[src/rtl/operand_sequencer.sv]
// operand_sequencer: operand-triple FIFO feeding a replay/LFSR issue sequencer
module operand_sequencer #(
    parameter int          DEPTH = 4,
    parameter logic [31:0] SEED  = 32'h0000_00C8
) (
    input  logic        clk,
    input  logic        rst,
    input  logic        in_valid,
    output logic        in_ready,
    input  logic [31:0] in_a,
    input  logic [31:0] in_b,
    input  logic [31:0] in_c,
    input  logic        start,
    input  logic        mode,
    input  logic [7:0]  count,
    output logic [31:0] a,
    output logic [31:0] b,
    output logic [31:0] c,
    output logic        out_valid,
    output logic        busy,
    output logic        done
);
    localparam int          AW       = $clog2(DEPTH);
    localparam logic [31:0] SEED_EFF = (SEED == 32'd0) ? 32'd1 : SEED;
    typedef enum logic [1:0] {IDLE, RUN, DONE} state_t;
    state_t        state;
    logic [95:0]   mem [DEPTH];
    logic [AW-1:0] wr_ptr, rd_ptr;
    logic [AW:0]   occ;
    logic          mode_q;
    logic [7:0]    remaining;
    logic [31:0]   lfsr, lfsr_next;
    logic [31:0]   ia, ib, ic;
    logic          push, pop, issue;
    assign in_ready  = occ != (AW+1)'(DEPTH);
    assign push      = in_valid && in_ready;
    // pop uses registered occupancy, so a triple pushed into an empty FIFO waits a cycle
    assign pop       = state == RUN && !mode_q && occ != '0;
    assign issue     = state == RUN && (mode_q || occ != '0);
    assign lfsr_next = lfsr[0] ? (lfsr >> 1) ^ 32'h8020_0003 : lfsr >> 1;
    assign ia        = mode_q ? lfsr_next : mem[rd_ptr][95:64];
    assign ib        = mode_q ? {lfsr_next[15:0], lfsr_next[31:16]} : mem[rd_ptr][63:32];
    assign ic        = mode_q ? ~lfsr_next : mem[rd_ptr][31:0];
    always_ff @(posedge clk) begin
        if (push && !rst)
            mem[wr_ptr] <= {in_a, in_b, in_c};
    end
    always_ff @(posedge clk) begin
        if (rst) begin
            state     <= IDLE;
            wr_ptr    <= '0;
            rd_ptr    <= '0;
            occ       <= '0;
            mode_q    <= 1'b0;
            remaining <= '0;
            lfsr      <= SEED_EFF;
            a         <= '0;
            b         <= '0;
            c         <= '0;
            out_valid <= 1'b0;
            busy      <= 1'b0;
            done      <= 1'b0;
        end else begin
            if (push)
                wr_ptr <= wr_ptr + AW'(1);
            if (pop)
                rd_ptr <= rd_ptr + AW'(1);
            occ       <= occ + (AW+1)'(push) - (AW+1)'(pop);
            out_valid <= issue;
            done      <= 1'b0;
            if (issue) begin
                a         <= ia;
                b         <= ib;
                c         <= ic;
                remaining <= remaining - 8'd1;
                if (mode_q)
                    lfsr <= lfsr_next;
            end
            case (state)
                IDLE: if (start) begin
                    if (count != 8'd0) begin
                        mode_q    <= mode;
                        remaining <= count;
                        state     <= RUN;
                        busy      <= 1'b1;
                    end else begin
                        state <= DONE;
                        done  <= 1'b1;
                    end
                end
                RUN: if (issue && remaining == 8'd1) begin
                    state <= DONE;
                    busy  <= 1'b0;
                    done  <= 1'b1;
                end
                default: state <= IDLE;
            endcase
        end
    end
endmodule
[config.mk]
export PLATFORM = sky130hd
export DESIGN_NAME = operand_sequencer
export DESIGN_NICKNAME = d
export VERILOG_FILES = /design/src/rtl/operand_sequencer.sv
export SDC_FILE = /design/constraint.sdc
export NUM_CORES = 1
export LEC_CHECK = 0
export CAP_MARGIN = 30
export CORE_MARGIN = 4
export CORE_UTILIZATION = 35
export DETAILED_ROUTE_END_ITERATION = 8
export MAX_ROUTING_LAYER = met4
export SLEW_MARGIN = 20
export SYNTH_ARGS = -nofsm -noshare
export SYNTH_HDL_FRONTEND = slang
export SYNTH_SLANG_ARGS = --single-unit
[constraint.sdc]
create_clock -name clk -period 8.82 [get_ports clk]
set_input_delay 1.323 -clock clk [delete_from_list [all_inputs] [get_ports clk]]
set_output_delay 1.323 -clock clk [all_outputs]
set_load 0.1 [all_outputs]
==> flow_summary.rst, run 1 <==
.. list-table::
   :header-rows: 1

   * - Metric
     - Value
   * - Max-slew headroom at the worst pin
     - 31.5%
   * - Filler Cells Inserted
     - 4990
   * - Height of the die
     - 248 um
   * - Number of max-cap violations
     - 0
   * - Detailed-route via count
     - 11400
   * - Final Cycle Share
     - 43.8%
   * - Crit Path Category
     - reg -> out
   * - Violation count after the first detailed-routing iteration
     - 784
   * - Post-layout utilization of the core
     - 43.8%
   * - Number of global-route vias before repair
     - 11500
   * - Net count, final
     - 1561
   * - Worst-skew pair later-pin latency
     - 0.61 ns
   * - Critical Path End Type
     - output port
   * - Peak supply drop
     - 0.165 mV
   * - Via density per instance
     - about 5.1
   * - Status
     - completed
   * - Multi-input logic area
     - around 0.0052 mm2
   * - Final weighted congestion in routability-driven placement
     - 0.749
   * - Data arrival, critical path
     - 2.54 ns
   * - Post-route cell area
     - 0.0248 mm2
   * - Type of the most critical hold path
     - reg -> reg
   * - Antenna violation net count after detailed routing
     - 0
   * - Part of the Yosys area used for sequential elements
     - 72.3%
   * - Post-CTS clock slew at the launch and capture registers of the worst setup and hold paths
     - 0.06 ns
   * - All-layer global routing usage
     - 16.8%
   * - Post-layout minimum cycle time
     - 3.86 ns
   * - Hold-fix buffers, CTS
     - 0
   * - First-pass iteration count of the detailed router
     - 5
   * - Number of placed cells counting well taps
     - 2140
   * - Floorplan die area
     - 0.0614 mm2
   * - Master of the slowest instance on the critical path
     - sky130_fd_sc_hd__clkdlybuf4s50_1
   * - Clock skew
     - 0.0256 ns
   * - Initial antenna violation count
     - 4
   * - Count of clock tree sinks
     - 535
   * - Biggest cell delay along the critical path
     - ~1 ns
   * - Number of max-slew violations in the final report
     - 0
   * - Post-synth EDFFs
     - 384
   * - Crit path max fanout
     - 5
   * - Final hold violations
     - 0
   * - Post-Synthesis Cell Area
     - 0.0201 mm2
   * - Top area cells in the synthesized netlist
     - sky130_fd_sc_hd__edfxtp_1 57%, sky130_fd_sc_hd__dfxtp_1 15%, sky130_fd_sc_hd__mux4_2 11%, sky130_fd_sc_hd__a311oi_1 2.7%, sky130_fd_sc_hd__nand2b_1 2.1%
   * - Unrepaired setup endpoints after global routing
     - no
   * - H-tree depth reported by CTS
     - 2
   * - Cell family contributing the most delay on the critical path
     - buffers and inverters
   * - Core footprint
     - 0.0567 mm2
   * - YS warnings
     - 0
   * - Number of buffers and inverters on the critical path
     - 1
   * - Total power of the final layout
     - 7.15 mW
   * - Category of the worst setup path launch point
     - flop
   * - Pre-CTS setup slack
     - 4.60 ns
   * - Cell leakage power
     - 7.81 nW
   * - Total wirelength of the detailed-routed design
     - approximately 50000 um
   * - Power per cell area
     - around 290 mW/mm2
   * - Total of cells resized after clock tree synthesis
     - 0
   * - Cell Rows
     - 87
   * - Detailed placement HPWL
     - 32100 um
   * - Worst Setup Slack, final
     - 4.96 ns
   * - Share of the synthesized area in the top cell type
     - 57.3%
   * - Post CTS Setup Buffer Count
     - 0
   * - Post-Route Setup TNS
     - 0 ns
   * - Pin count of the biggest net entering global routing
     - slightly above 100
   * - Worst Hold Margin
     - 0.451 ns
   * - DP Area
     - 0.0230 mm2
   * - IO Pins
     - approximately 210
   * - Gate count after technology mapping
     - 1244
   * - Clk root buf
     - sky130_fd_sc_hd__clkbuf_16
   * - Dominant cell type by area after synthesis
     - sky130_fd_sc_hd__edfxtp_1
   * - Total CTS buffers
     - 54
   * - Area added between synthesis and finish
     - 23.4%
   * - Max Root-Sink Buffers
     - 3
   * - Average cell area after synthesis
     - 16.2 um2
   * - Initial cell density of the core
     - a little over a third
   * - DR DRC count
     - 0
   * - Highest clock rate
     - between 200 and 300 MHz
   * - Number of setup violations in the final report
     - 0
   * - Ordered list of cells on the worst path
     - or3b_2 > clkdlybuf4s50_1
   * - Total global routing overflow
     - 0
   * - Main synth FF type
     - sky130_fd_sc_hd__edfxtp_1
   * - Distinct cell type count of the synthesized netlist
     - 52
   * - Wire length of the first global-routing pass
     - 74700 um
   * - Worst slew pin tran
     - ~1.0 ns
   * - Syn nets
     - approximately 1400
   * - Data required time of the worst path
     - 7.50 ns
   * - Number of port buffers
     - about 210
   * - Register bit count reported by yosys
     - 535
   * - Share of cells above drive strength 1
     - 14.2%
   * - Die extent in x
     - 248 um
   * - Storage element area
     - approximately 0.015 mm2
   * - Fin cells
     - around 2200
   * - TritonCTS clock tree
     - built
   * - Mean routed wirelength per cell
     - between 20 and 25 um
   * - Share of flip-flops with an asynchronous set or reset
     - 0%
==> sequential cells by signal, summed over array words and instances (netlist names), 2 cells and up, named ones only <==
signal     count
occ            3
remaining      8
mem          384
b             32
lfsr          32
rd_ptr         2
wr_ptr         2
state          2
a             32
c             32
==> power by group <==
part | total, mW | switching [mW] | internal [mW]
Combinational | 1.80 | 1.24 | 0.565
Clock | 2.28 | 0.952 | 1.33
Sequential | 3.07 | 0.148 | 2.92
Total | 7.15 | 2.34 | 4.81
==> worst min-delay path, delay by kind of cell, from the launching register on <==
| family | cells | cell delay, ns |
|---|---|---|
| AO/OA/AOI/OAI | 1 | 0.05 |
| flip-flops | 1 | 0.32 |
| AND/OR/NAND/NOR | 1 | 0.06 |
==> placed cells by master (no fill, tap or decap), types with 3 or more instances in the layout <==
cell type	instances
sky130_fd_sc_hd__edfxtp_1	384
sky130_fd_sc_hd__clkdlybuf4s50_1	207
sky130_fd_sc_hd__dfxtp_1	148
sky130_fd_sc_hd__nor2_1	111
sky130_fd_sc_hd__nand2_1	101
sky130_fd_sc_hd__mux4_2	96
sky130_fd_sc_hd__nand2b_1	68
sky130_fd_sc_hd__a311oi_1	62
sky130_fd_sc_hd__clkbuf_16	55
sky130_fd_sc_hd__a211oi_1	36
sky130_fd_sc_hd__a21oi_1	33
sky130_fd_sc_hd__o21ai_0	32
sky130_fd_sc_hd__buf_4	14
sky130_fd_sc_hd__clkinv_2	12
sky130_fd_sc_hd__clkbuf_1	11
sky130_fd_sc_hd__clkinv_1	9
sky130_fd_sc_hd__inv_1	8
sky130_fd_sc_hd__xnor2_1	8
sky130_fd_sc_hd__ha_1	8
sky130_fd_sc_hd__nand3_1	5
sky130_fd_sc_hd__bufinv_16	5
sky130_fd_sc_hd__buf_16	5
sky130_fd_sc_hd__nor3_1	4
sky130_fd_sc_hd__and2_4	4
sky130_fd_sc_hd__nand4_1	4
sky130_fd_sc_hd__xor2_1	4
sky130_fd_sc_hd__clkbuf_8	4
sky130_fd_sc_hd__diode_2	3
sky130_fd_sc_hd__nor2b_1	3
sky130_fd_sc_hd__nor4_1	3
sky130_fd_sc_hd__nand4b_1	3
sky130_fd_sc_hd__dfxtp_4	3
==> path summary, 6_finish.rpt <==
| check | from | end | slack, ns | cells after the start |
|---|---|---|---|---|
| worst max-delay path | occ[2] | in_ready | 4.96 | 2 |
| worst min-delay path | lfsr[11] | lfsr[10] | 0.45 | 2 |
| worst max register to register | mode_q | b[13] | 5.46 | 7 |
| worst min register to register | lfsr[11] | lfsr[10] | 0.45 | 2 |
==> metal layers <==
metal	wire length, um	track usage, %	share of wire [%]	vias to the layer above
li1	-	-	-	5214
met1	21800	22.2	43	5762
met2	24300	26.6	49	337
met3	2940	3.30	5.9	63
met4	1100	4.91	2.2	0
met5	0	-	0	-
==> final cells by class <==
type / count / area share, %
flip-flops and latches: 535 / 58.6
multi-input cells: 617 / 20.9
repair buffers: 227 / 9.38
clock buffers: 70 / 5.93
well taps: 756 / 3.81
clock inverters: 32 / 1.24
inverters: 8 / 0.121
diodes: 3 / 0.0302
==> cell usage after synthesis, types with 2 or more instances <==
cell                       instances
sky130_fd_sc_hd__edfxtp_1        384
sky130_fd_sc_hd__nor2b_1           3
sky130_fd_sc_hd__buf_1             8
sky130_fd_sc_hd__nand3_1           5
sky130_fd_sc_hd__a311oi_1         62
sky130_fd_sc_hd__a211oi_1         36
sky130_fd_sc_hd__a32o_1            2
sky130_fd_sc_hd__buf_2            20
sky130_fd_sc_hd__nor4_1            3
sky130_fd_sc_hd__buf_4             3
sky130_fd_sc_hd__mux4_2           96
sky130_fd_sc_hd__o21ai_0          32
sky130_fd_sc_hd__nand4_1           4
sky130_fd_sc_hd__inv_1             8
sky130_fd_sc_hd__nand4b_1          3
sky130_fd_sc_hd__nand2b_1         68
sky130_fd_sc_hd__a21o_1            2
sky130_fd_sc_hd__xnor2_1           8
sky130_fd_sc_hd__nor2_1          112
sky130_fd_sc_hd__nor3_1            4
sky130_fd_sc_hd__xor2_1            4
sky130_fd_sc_hd__a31oi_1           2
sky130_fd_sc_hd__and2_1            4
sky130_fd_sc_hd__a21oi_1          33
sky130_fd_sc_hd__ha_1              8
sky130_fd_sc_hd__nor3b_1           2
sky130_fd_sc_hd__and3_1            2
sky130_fd_sc_hd__dfxtp_1         151
sky130_fd_sc_hd__clkbuf_1         50
sky130_fd_sc_hd__a221o_1           2
sky130_fd_sc_hd__or2_0             2
sky130_fd_sc_hd__nand2_1         101
==> cell families after synthesis <==
logic type	share of synthesized area (%)
fa+ha+maj	0.596
simple gates	7.41
flops	72.3
mux	10.8
buf+inv	2.07
compound gates	6.36
xor+xnor	0.522
(Power assumes the default switching activity.)
==> inputs of run 2 (changes only) <==
Clock period 8.82 ns to 3.5 ns, I/O delays scaled along.
==> run 2 against run 1 <==
  * Worst hold slack improved by 0.0090 ns
  * First-iteration DRC count increased by 30%
  * Power increased to 2.5 times the previous value
  * Flip-flop and latch count unchanged
  * Non-clock buffer count increased by 16
  * Via count increased by 2.0%
  * Cell count increased by 0.71%
  * Critical path type unchanged
==> flow_summary.rst, run 2 (same netlist as run 1, synthesis figures left out) <==
.. list-table::
   :header-rows: 1

   * - Metric
     - Value
   * - Status
     - completed
   * - Number of buffers and inverters on the critical path
     - 1 (unchanged)
   * - Peak supply drop
     - 0.455 mV (+180%)
   * - Number of placed cells counting well taps
     - 2159 (+0.89%)
   * - Number of setup violations in the final report
     - 0 (unchanged)
   * - Initial antenna violation count
     - 5 (+1)
   * - Filler Cells Inserted
     - 4988 (-0.040%)
   * - Flip-flop count of the largest register, all copies and words added
     - 384 (unchanged)
   * - Register-to-register setup slack
     - 1.06 ns (-4.40 ns)
   * - Crit path max fanout
     - 5 (unchanged)
   * - Clock skew
     - 0.0181 ns (-0.00747 ns)
   * - Antenna violation net count after detailed routing
     - 0 (unchanged)
   * - Max-slew headroom at the worst pin
     - 30.4% (-1.1 points)
   * - Worst-skew pair later-pin latency
     - 0.59 ns (-0.02 ns)
   * - All-layer global routing usage
     - 17.1% (+0.35 points)
   * - Worst Reg-to-Reg Cells
     - 9 (+2)
   * - Number of global-route vias before repair
     - 11400 (-0.58%)
   * - Pre-CTS setup slack
     - 0.855 ns (-3.75 ns)
   * - Mean routed wirelength per cell
     - 23.0 um (+3.1%)
   * - Post-route cell area
     - 0.0250 mm2 (+0.72%)
   * - Crit. path cell count
     - 2 (unchanged)
   * - Post-layout minimum cycle time
     - 3.07 ns
   * - Power per cell area
     - 718 mW/mm2 (+150%)
   * - Worst Setup Slack, final
     - 0.434 ns (-4.53 ns)
   * - Data required time of the worst path
     - 2.97 ns (-4.53 ns)
   * - Height of the die
     - 248 um (unchanged)
   * - Highest clock rate
     - about 330 MHz
   * - Wire length of the first global-routing pass
     - 76000 um (+1.8%)
   * - Biggest cell delay along the critical path
     - 1.00 ns (about the same)
   * - Net count, final
     - 1577 (+1.0%)
   * - TritonCTS clock tree
     - built
   * - Leading cell types in the layout, fill and taps excluded
     - 384 x sky130_fd_sc_hd__edfxtp_1, 193 x sky130_fd_sc_hd__clkdlybuf4s50_1, 148 x sky130_fd_sc_hd__dfxtp_1, 111 x sky130_fd_sc_hd__nor2_1, 101 x sky130_fd_sc_hd__nand2_1
   * - Most common cell after layout, fill and taps aside
     - sky130_fd_sc_hd__edfxtp_1
   * - Beginning of the worst register-to-register path
     - occ[2]
   * - First-pass iteration count of the detailed router
     - 5 (unchanged)
   * - DP Area
     - 0.0233 mm2 (+1.4%)
   * - Critical Path End Type
     - output port
   * - Master of the slowest instance on the critical path
     - sky130_fd_sc_hd__clkdlybuf4s50_1
   * - Detailed placement HPWL
     - 34400 um (+7.2%)
   * - Number of port buffers
     - 208 (unchanged)
   * - Start point of the critical path
     - occ[2]
   * - Area added between synthesis and finish
     - 24.3%
   * - Data arrival, critical path
     - 2.54 ns (about the same)
   * - Hold-fix buffers, CTS
     - 0 (unchanged)
   * - Post-layout utilization of the core
     - 44.1% (+0.31 points)
   * - Ordered list of cells on the worst path
     - or3b_2 > clkdlybuf4s50_1
   * - Floorplan die area
     - 0.0614 mm2 (unchanged)
   * - Die extent in x
     - 248 um (unchanged)
   * - Category of the worst setup path launch point
     - flop
   * - Total of cells resized after clock tree synthesis
     - 0 (unchanged)
   * - IO Pins
     - 209 (unchanged)
   * - Hold path cells
     - 2 (unchanged)
   * - Most flop-heavy register
     - mem
   * - Cell family contributing the most delay on the critical path
     - buffers and inverters
   * - Worst reg2reg endpoint
     - occ[2]
   * - Post-CTS clock slew at the launch and capture registers of the worst setup and hold paths
     - 0.06 ns (about the same)
   * - Total global routing overflow
     - 0 (unchanged)
   * - Number of max-slew violations in the final report
     - 0 (unchanged)
   * - Unrepaired setup endpoints after global routing
     - no
   * - Violation count after the first detailed-routing iteration
     - 1020 (+30%)
   * - Final Cycle Share
     - 87.6%
   * - Total CTS buffers
     - 54 (unchanged)
   * - Initial cell density of the core
     - 35.5% (unchanged)
   * - DR DRC count
     - 0 (unchanged)
   * - Final hold violations
     - 0 (unchanged)
   * - Endpoint of the most critical setup path
     - in_ready
   * - Core footprint
     - 0.0567 mm2 (unchanged)
   * - Detailed-route via count
     - 11600 (+2.0%)
   * - Type of the most critical hold path
     - in -> reg
   * - Total wirelength of the detailed-routed design
     - 52100 um (+3.8%)
   * - Via density per instance
     - 5.12 (+1.2%)
   * - Worst slew pin tran
     - 1.04 ns (+0.0158 ns)
   * - Pin count of the biggest net entering global routing
     - 107 (+5.9%)
   * - Post-Route Setup TNS
     - 0 ns (unchanged)
   * - Cell Rows
     - 87 (unchanged)
   * - Crit Path Category
     - reg -> out
   * - Max Root-Sink Buffers
     - 3 (unchanged)
   * - Clk root buf
     - sky130_fd_sc_hd__clkbuf_16
   * - Post CTS Setup Buffer Count
     - 0 (unchanged)
   * - Final weighted congestion in routability-driven placement
     - 0.792 (+5.7%)
   * - Fin cells
     - 2264 (+0.71%)
   * - H-tree depth reported by CTS
     - 2 (unchanged)
   * - Count of clock tree sinks
     - 535 (unchanged)
   * - Share of cells above drive strength 1
     - 15.6% (+1.4 points)
   * - Cell leakage power
     - 7.93 nW (+1.5%)
   * - Number of max-cap violations
     - 0 (unchanged)
[run 2: cell types whose count changed in the layout (fill, tap and decap cells not counted), sizes merged]
cell / before / now
diode: 3 / 4
inv: 9 / 11
buf: 20 / 50
clkinvlp: 2 / 0
clkdlybuf4s50: 207 / 193
bufinv: 5 / 4
[run 2: stage by stage]
| stage | hold WS, ns | power (mW) |
|---|---|---|
| 2_1_floorplan | 0.445 | 11.2 |
| 3_3_place_gp | 0.451 | 12.4 |
| 3_5_place_dp | 0.458 | 12.6 |
| 4_1_cts | 0.423 | 18.2 |
| 5_1_grt | 0.456 | 18.7 |
| 6_report | 0.460 | 18.0 |
[run 2: worst min-delay path by stage]
stage | startpoint | end | slack (ns)
after floorplan | lfsr[11] | lfsr[10] | 0.45
after global placement | lfsr[23] | lfsr[22] | 0.45
after detailed placement | lfsr[21] | lfsr[20] | 0.46
after CTS | rst | rd_ptr[0] | 0.42
after global routing | rst | occ[2] | 0.46
final | rst | flop | 0.46
[run 2: where the power goes]
part / switching [mW] / leakage (nW) / internal [mW]
Clock: 2.37 / 0.843 / 3.22
Sequential: 0.357 / 4.72 / 7.35
Combinational: 3.18 / 2.37 / 1.49
[run 2: worst register-to-register path: cells and delay by family, from the launching register on]
family	cells	cell delay [ns]
DFF	1	0.43
and+or+nand+nor	3	0.76
xor gates and xnor gates	2	0.31
buffers and inverters	1	0.04
adders and majority gates	3	0.77
[run 2: area by class of cell]
| cell class | count | area, um2 | share of cell area [%] |
|---|---|---|---|
| sequential | 535 | 14600 | 58.2 |
| multi-input combinational | 617 | 5190 | 20.7 |
| timing repair buffer | 243 | 2580 | 10.3 |
| clock buffer | 70 | 1450 | 5.80 |
| tap | 756 | 946 | 3.78 |
| clock inverter | 31 | 256 | 1.03 |
| inverter | 8 | 30.0 | 0.120 |
| antenna | 4 | 10.0 | 0.0400 |
[run 2: layer usage]
layer	up-vias	wire [um]	share of wire [%]	GRT usage, %
li1	5255	-	-	-
met1	5907	22700	44	23.5
met2	370	24900	48	26.6
met3	68	3490	6.7	3.49
met4	0	965	1.9	3.87
met5	-	0	0	-
